===== config.mk =====
export PLATFORM = sky130hd
export DESIGN_NAME = hazard_scoreboard
export DESIGN_NICKNAME = d
export VERILOG_FILES = /design/src/rtl/hazard_scoreboard.sv
export SDC_FILE = /design/constraint.sdc
export NUM_CORES = 1
export LEC_CHECK = 0
export ABC_AREA = 1
export CORE_UTILIZATION = 35
export DETAILED_ROUTE_END_ITERATION = 7
export SKIP_CTS_REPAIR_TIMING = 1
export SYNTH_ARGS = -nofsm -noshare
export SYNTH_HDL_FRONTEND = slang
export SYNTH_SLANG_ARGS = --single-unit

===== constraint.sdc =====
create_clock -name i_clk -period 4.6 [get_ports i_clk]
set_clock_uncertainty 0.05 [all_clocks]
set_input_delay 0.46 -clock i_clk [delete_from_list [all_inputs] [get_ports i_clk]]
set_output_delay 0.46 -clock i_clk [all_outputs]
set_load 0.05 [all_outputs]

===== src/rtl/hazard_scoreboard.sv =====
// Decode-stage hazard detection and WOS multi-cycle scoreboard.
// Stalls decode and bubbles EX on load-use, RAW/WAW against in-flight WOS results, and WOS busy.
module hazard_scoreboard #(
  parameter int TIMEOUT = 64,
  parameter int CNT_W   = $clog2(TIMEOUT + 1)
) (
  input  logic        i_clk,
  input  logic        i_rst_n,
  input  logic        i_issue_valid_d,
  input  logic        i_flush_d,
  input  logic [4:0]  i_rs1_d,
  input  logic [4:0]  i_rs2_d,
  input  logic        i_rs1_used_d,
  input  logic        i_rs2_used_d,
  input  logic [4:0]  i_rd_d,
  input  logic        i_w_en_d,
  input  logic        i_is_mc_d,
  input  logic [4:0]  i_rd_e,
  input  logic        i_w_en_e,
  input  logic        i_is_load_e,
  input  logic        i_mc_done,
  output logic        o_stall_d,
  output logic        o_bubble_e,
  output logic [31:0] o_pending,
  output logic        o_mc_busy,
  output logic        o_mc_timeout,
  output logic        o_proto_err
);

  localparam logic [CNT_W-1:0] CNT_MAX  = CNT_W'(TIMEOUT);
  localparam logic [CNT_W-1:0] CNT_TRIP = CNT_W'(TIMEOUT - 1);
  localparam logic [CNT_W-1:0] CNT_ONE  = CNT_W'(1);

  logic [31:0]      pending_q, pending_d;
  logic             busy_q, busy_d;
  logic [4:0]       mc_rd_q, mc_rd_d;
  logic [CNT_W-1:0] cnt_q, cnt_d;
  logic             timeout_q, timeout_d;
  logic             proto_err_q, proto_err_d;

  logic haz_lu, haz_raw, haz_waw, haz_struct;
  logic hazard, accept;

  always_comb begin
    haz_lu = i_is_load_e & i_w_en_e & (i_rd_e != 5'd0) &
             ((i_rs1_used_d & (i_rs1_d == i_rd_e)) |
              (i_rs2_used_d & (i_rs2_d == i_rd_e)));
    haz_raw    = (i_rs1_used_d & pending_q[i_rs1_d]) |
                 (i_rs2_used_d & pending_q[i_rs2_d]);
    haz_waw    = i_w_en_d & pending_q[i_rd_d];
    haz_struct = i_is_mc_d & busy_q;
    hazard     = i_issue_valid_d & ~i_flush_d &
                 (haz_lu | haz_raw | haz_waw | haz_struct);
    accept     = i_issue_valid_d & ~i_flush_d & ~hazard;
  end

  assign o_stall_d    = i_rst_n & hazard;
  assign o_bubble_e   = i_rst_n & hazard;
  assign o_pending    = pending_q;
  assign o_mc_busy    = busy_q;
  assign o_mc_timeout = timeout_q;
  assign o_proto_err  = proto_err_q;

  // An mc accept can never coincide with a completing op: struct stalls on busy_q.
  always_comb begin
    pending_d   = pending_q;
    busy_d      = busy_q;
    mc_rd_d     = mc_rd_q;
    cnt_d       = cnt_q;
    timeout_d   = timeout_q;
    proto_err_d = proto_err_q;

    if (i_mc_done) begin
      if (busy_q) begin
        busy_d             = 1'b0;
        pending_d[mc_rd_q] = 1'b0;
      end else begin
        proto_err_d = 1'b1;
      end
    end else if (busy_q) begin
      if (cnt_q != CNT_MAX) begin
        cnt_d = cnt_q + CNT_ONE;
      end
      if (cnt_q == CNT_TRIP) begin
        timeout_d = 1'b1;
      end
    end

    if (accept & i_is_mc_d) begin
      busy_d  = 1'b1;
      cnt_d   = '0;
      mc_rd_d = i_w_en_d ? i_rd_d : 5'd0;
      if (i_w_en_d & (i_rd_d != 5'd0)) begin
        pending_d[i_rd_d] = 1'b1;
      end
    end

    pending_d[0] = 1'b0;
  end

  always_ff @(posedge i_clk) begin
    if (!i_rst_n) begin
      pending_q   <= '0;
      busy_q      <= 1'b0;
      mc_rd_q     <= '0;
      cnt_q       <= '0;
      timeout_q   <= 1'b0;
      proto_err_q <= 1'b0;
    end else begin
      pending_q   <= pending_d;
      busy_q      <= busy_d;
      mc_rd_q     <= mc_rd_d;
      cnt_q       <= cnt_d;
      timeout_q   <= timeout_d;
      proto_err_q <= proto_err_d;
    end
  end

endmodule


### Word-level counts from Yosys, hierarchy flattened

Cells that the tools add are included.

| storage, ports and cells | value |
|---|---|
| input port bits | 31 |
| bits in read-only memories | 0 |
| bits in writable memories | 0 |
| memories | 0 |
| logic and storage cells | 72 |
| output and inout bits | 37 |
| bits in registers | 47 |
| bits in latches | 0 |

| operators by class | value |
|---|---|
| divide/modulo/power cells | 0 |
| bitwise operators | 28 |
| mux-type cells | 17 |
| reductions and logical operators | 9 |
| multipliers | 0 |
| order comparisons | 6 |
| add/subtract/negate cells | 1 |
| shifts and indexed selects | 0 |
| equality and inequality tests | 4 |

Operator list:

| kind | number |
|---|---|
| 2-to-1 mux 32 bit | 4 |
| bitwise AND 32 bit | 1 |
| inverter 32 bit | 1 |
| bitwise OR 32 bit | 1 |
| < comparator 5 x 6 -> 1 bit, second input constant | 4 |
| bitwise AND 1 bit | 15 |
| binary-select mux 1 bit (select 5 bit) | 3 |
| demux 1 bit (select 5 bit) | 2 |
| equality test 5 bit | 2 |
| greater-or-equal comparator 5 x 1 -> 1 bit, second input constant | 2 |
| nonzero test 5 bit | 2 |
| adder 7 x 1 -> 7 bit, second input constant | 1 |
| equality test 7 x 6 -> 1 bit, second input constant | 1 |
| 2-to-1 mux 1 bit | 7 |
| inequality test 7 bit, second input constant | 1 |
| AND reduction 3 bit | 2 |
| 2-to-1 mux 5 bit | 1 |
| inverter 1 bit | 5 |
| bitwise OR 1 bit | 5 |
| logical AND 1 bit | 2 |
| AND reduction 2 bit | 1 |
| nonzero test 2 bit | 1 |
| OR reduction 2 bit | 1 |

### Logic depth before layout (Yosys ltp)

| logic depth | value |
|---|---|
| word-level depth | 12 |
| depth in mapped cells | 19 |
| gate-level depth less buffers | 16 |

### Worst setup path before layout

Ideal clock, no wire load.

| path | value |
|---|---|
| kind | input to output |
| from | input port i_rs2_d[0] |
| to | output port o_stall_d |
| data required time | 4.090 ns |
| path buffers | 4 |
| stages on the path | 17 |
| path slack | 1.741 ns |
| data arrival time | 2.349 ns |
| path through | buf_4 > inv_2 > buf_4 > nand2_1 > nand3_1 > nand2_1 > nand2_1 > nand3_1 > nand3_1 > nand2_1 > nor2_2 > nor2_8 > buf_6 > nand2_1 > nand3_1 > inv_1 > buf_4 |

| between the ends | value |
|---|---|
| longest elaborated chain between the ends | 9 |
| elaborated cells on any way between the ends | 13 |
| those cells by class | eq/ne: 1; mux: 2; bitwise: 10 |

Ends and longest elaborated chain:

| item | RTL line | text |
|---|---|---|
| start, declared | 12 | `input logic [4:0] i_rs2_d,` |
| binary-select mux 1 bit (select 5 bit) or equality test 5 bit (tied branches) | 49, 47 |  |
| 2-to-1 mux 1 bit (not written as such) or bitwise AND 1 bit (tied branches) | 49, 47 |  |
| bitwise AND 1 bit or bitwise OR 1 bit (tied branches) | 49, 46 |  |
| bitwise OR 1 bit or bitwise AND 1 bit (tied branches) | 48, 45 |  |
| bitwise OR 1 bit * (3 in a row) | 53 | `(haz_lu \| haz_raw \| haz_waw \| haz_struct);` |
| bitwise AND 1 bit * | 52 | `hazard = i_issue_valid_d & ~i_flush_d &` |
| bitwise AND 1 bit * | -- |  |
| end, declared | 22 | `output logic o_stall_d,` |

Every way passes the cells marked *; elsewhere a longest branch is shown, timed or not. The select of a mux whose other input is x is not followed.

### Final worst setup path

| path | value |
|---|---|
| from | input port i_rs1_d[1] |
| to | output port o_stall_d |

| between the ends | value |
|---|---|
| longest elaborated chain between the ends | 9 |
| elaborated cells on any way between the ends | 13 |
| those cells by class | eq/ne: 1; mux: 2; bitwise: 10 |

Ends and longest elaborated chain:

| item | RTL line | text |
|---|---|---|
| start, declared | 11 | `input logic [4:0] i_rs1_d,` |
| binary-select mux 1 bit (select 5 bit) or equality test 5 bit (tied branches) | 48, 46 |  |
| 2-to-1 mux 1 bit (not written as such) or bitwise AND 1 bit (tied branches) | 48, 46 |  |
| bitwise AND 1 bit or bitwise OR 1 bit (tied branches) | 48, 46 |  |
| bitwise OR 1 bit or bitwise AND 1 bit (tied branches) | 48, 45 |  |
| bitwise OR 1 bit * (3 in a row) | 53 |  |
| bitwise AND 1 bit * | 52 |  |
| bitwise AND 1 bit * | 57 | `assign o_stall_d = i_rst_n & hazard;` |

Marks and branches as above.

==> impl_metrics.env <==
export IMPL_tightestPinTransition_ns=1.00
export IMPL_maxSlewHeadroom_pct=32.9
export IMPL_ctsLongestPathBuffers=2
export IMPL_fp_dieH_um=103
export IMPL_synth_area_um2=3560
export IMPL_area_share_of_fa_ha_maj_cells_after_synthesis_pct=0.703
export IMPL_fp_dieArea_um2=10600
export IMPL_core_area_um2=9820
export IMPL_drt_total_wl_mm=12.8
export IMPL_critical_path_required_ns=4.09
export IMPL_worst_hold_slack_ns=0.408
export IMPL_max_cap_violations=0
export IMPL_postSynthCellCount=622
export IMPL_most_common_layout_cells="202 x sky130_fd_sc_hd__nand2_1, 77 x sky130_fd_sc_hd__nor2_1, 66 x sky130_fd_sc_hd__clkdlybuf4s50_1"
export IMPL_layout_cells_most_common="sky130_fd_sc_hd__nand2_1"
export IMPL_portBuffers=66
export IMPL_htree_num_levels=2
export IMPL_drt_first_pass_iters=5
export IMPL_timing_final_setup_violations=0
export IMPL_grt_overflow_total=0
export IMPL_synth_compound_gate_area_share_pct=12.0
export IMPL_final_util_pct=44.2
export IMPL_clock_latency_ns=0.31
export IMPL_grt_setup_unrepaired="false"
export IMPL_syn_to_final_growth_pct=21.9
export IMPL_dpl_cell_count=799
export IMPL_synth_top_family_by_area="simple AND/OR/NAND/NOR gates"
export IMPL_via_per_inst=5.34
export IMPL_totalPowerFinal_mw=0.848
export IMPL_status="completed"
export IMPL_post_route_cells_drive_above_1_share_pct=3.86
export IMPL_final_cells=807
export IMPL_max_freq_mhz=261
export IMPL_min_delay_path_class="reg -> reg"
export IMPL_post_synth_cell_area_avg_um2=5.72
export IMPL_cts_tree="yes"
export IMPL_critical_path_peak_fanout=10
export IMPL_yosysUniqueCellTypes=30
export IMPL_powerDensity_nw_per_um2=196
export IMPL_cts_num_sinks=46
export IMPL_grt_pass1_vias=3864
export IMPL_crit_path_start_kind="input pin"
export IMPL_antenna_cells=0
export IMPL_maximum_number_of_pins_on_one_net_before_global_route_repair=36
export IMPL_global_route_usage_total_pct=24.6
export IMPL_synthSimpleGateAreaFrac_pct=48.1
export IMPL_synthXorXnorAreaFrac_pct=1.23
export IMPL_postSynthNetCount=655
export IMPL_finalMaxSlewViolations=0
export IMPL_power_ir_vdd_worst_mv=0.113
export IMPL_total_leakage_power_nw=1.77
export IMPL_initial_core_util_pct=36.3
export IMPL_post_dp_hpwl_mm=9.26
export IMPL_detail_route_wl_per_cell_um=15.8
export IMPL_place_congestion=0.880
export IMPL_cp_end_kind="output port"
export IMPL_synth_seq_area_share_pct=25.9
export IMPL_final_critical_path_time_including_i_o_delays_and_setup_ns=3.84
export IMPL_die_width_um=103
export IMPL_ys_warn_count=0
export IMPL_hold_violations=0
export IMPL_synthMuxAreaShare_pct=0
export IMPL_ys_seq_elements=46
export IMPL_wire_length_of_the_first_global_routing_pass_mm=19.8
export IMPL_drt_iter0_markers=265
export IMPL_vias=4310
export IMPL_drc=0
export IMPL_final_nets=706
export IMPL_critical_path_arrival_ns=3.33
export IMPL_clkTransAtPathRegs_ns=0.09
export IMPL_cts_buffers=5
export IMPL_totalNegativeSetupSlack_ns=0
export IMPL_layout_worst_path_cycle_share_pct=83.4
export IMPL_num_rows=36
export IMPL_setup_worst_path_class="in -> out"
export IMPL_antenna_found_initial=0
export IMPL_clock_tree_root_cell="sky130_fd_sc_hd__clkbuf_8"
export IMPL_antenna_violating_nets_post_route=0
export IMPL_pin_count=68
cells in the mapped netlist:
| library cell | instances | share of area [%] |
|---|---|---|
| sky130_fd_sc_hd__inv_1 | 55 | 5.8 |
| sky130_fd_sc_hd__nor3b_1 | 1 | 0.21 |
| sky130_fd_sc_hd__nand4_4 | 1 | 0.60 |
| sky130_fd_sc_hd__nand3_2 | 1 | 0.28 |
| sky130_fd_sc_hd__nand3_1 | 62 | 8.7 |
| sky130_fd_sc_hd__inv_2 | 4 | 0.42 |
| sky130_fd_sc_hd__nand2_2 | 2 | 0.35 |
| sky130_fd_sc_hd__buf_6 | 5 | 1.6 |
| sky130_fd_sc_hd__xor2_1 | 4 | 0.98 |
| sky130_fd_sc_hd__nor2_8 | 1 | 0.56 |
| sky130_fd_sc_hd__conb_1 | 1 | 0.11 |
| sky130_fd_sc_hd__nand4_1 | 36 | 6.3 |
| sky130_fd_sc_hd__nor3_1 | 8 | 1.1 |
| sky130_fd_sc_hd__buf_4 | 8 | 1.7 |
| sky130_fd_sc_hd__ha_1 | 2 | 0.70 |
| sky130_fd_sc_hd__inv_6 | 1 | 0.25 |
| sky130_fd_sc_hd__a21oi_1 | 35 | 4.9 |
| sky130_fd_sc_hd__buf_2 | 10 | 1.4 |
| sky130_fd_sc_hd__nor2_2 | 1 | 0.18 |
| sky130_fd_sc_hd__o21ai_0 | 42 | 5.9 |
| sky130_fd_sc_hd__clkinv_1 | 3 | 0.32 |
| sky130_fd_sc_hd__nand2_1 | 202 | 21 |
| sky130_fd_sc_hd__xnor2_1 | 1 | 0.25 |
| sky130_fd_sc_hd__o31ai_1 | 1 | 0.21 |
| sky130_fd_sc_hd__o21ai_1 | 4 | 0.56 |
| sky130_fd_sc_hd__dfxtp_1 | 46 | 26 |
| sky130_fd_sc_hd__clkbuf_1 | 5 | 0.53 |
| sky130_fd_sc_hd__nand2_4 | 1 | 0.32 |
| sky130_fd_sc_hd__nor2_1 | 77 | 8.1 |
| sky130_fd_sc_hd__o211ai_1 | 2 | 0.42 |
cells by family (layout without fill, tap and decap cells):
kind of cell / after synthesis / in the layout
adder cells (fa/ha/maj): 2 / 2
XOR/XNOR: 5 / 5
other: 1 / 1
buffers and inverters: 91 / 143
flip-flops: 46 / 46
AND/OR/NAND/NOR: 393 / 393
AO/OA/AOI/OAI: 84 / 84
per-layer routing:
metal  GRT usage, %  up-vias  part of all wire (%)
li1               -     2130                     -
met1           32.1     1969                    44
met2           40.5      182                    46
met3           3.39       29                   6.6
met4           10.5        0                   2.9
met5              0        -                     0
critical path: stages:
cell                              delay (ns)
sky130_fd_sc_hd__clkdlybuf4s50_1        0.69
sky130_fd_sc_hd__clkinv_1               0.36
sky130_fd_sc_hd__nand2_1                0.13
sky130_fd_sc_hd__nand2_1                0.06
sky130_fd_sc_hd__nor2_1                 0.09
sky130_fd_sc_hd__nand3_1                0.08
sky130_fd_sc_hd__nand2_1                0.06
sky130_fd_sc_hd__nand2_1                0.07
sky130_fd_sc_hd__nand2_1                0.06
sky130_fd_sc_hd__inv_1                  0.06
sky130_fd_sc_hd__nand2_4                0.10
sky130_fd_sc_hd__nor2_8                 0.04
sky130_fd_sc_hd__nand2_1                0.10
sky130_fd_sc_hd__nand3_1                0.08
sky130_fd_sc_hd__inv_1                  0.08
sky130_fd_sc_hd__clkdlybuf4s50_1        0.80
registers in the layout, summed over array words and instances (netlist names):
| signal | flops |
|---|---|
| o_pending | 31 |
| cnt_q | 7 |
| mc_rd_q | 5 |
| o_mc_busy | 1 |
| o_mc_timeout | 1 |
| o_proto_err | 1 |
cell type report:
type,instances,area (um^2)
Multi-Input combinational cell,485,2220
Sequential cell,46,921
Tap cell,133,166
Timing Repair Buffer,72,706
Clock inverter,2,13.8
Inverter,63,241
Clock buffer,6,72.6
Fill cell,1083,5480
power by group:
part           switching (mW)  internal [mW]  total (mW)
combinational           0.125         0.0600       0.185
sequential            0.00398          0.402       0.406
clock                   0.150          0.108       0.257
total                   0.279          0.570       0.848
metrics by stage:
| step | worst slack, ns | instance area [um^2] |
|---|---|---|
| final | 0.762 | 4340 |
| after global routing | 0.559 | 4340 |
| after CTS | 0.773 | 4340 |
| after detailed placement | 0.790 | 4250 |
| after global placement | 0.796 | 4250 |
| after floorplan | 1.74 | 3560 |
path summary, 6_finish.rpt:
path	startpoint	endpoint	slack [ns]	depth (start not counted)
worst min-delay path	o_mc_timeout	o_mc_timeout	0.41	2
worst max-delay path	i_rs1_d[1]	o_stall_d	0.76	16
worst min register to register	o_mc_timeout	o_mc_timeout	0.41	2
worst max register to register	o_pending[22]	o_pending[1]	2.58	14
Power figures use the tool's default switching activity.
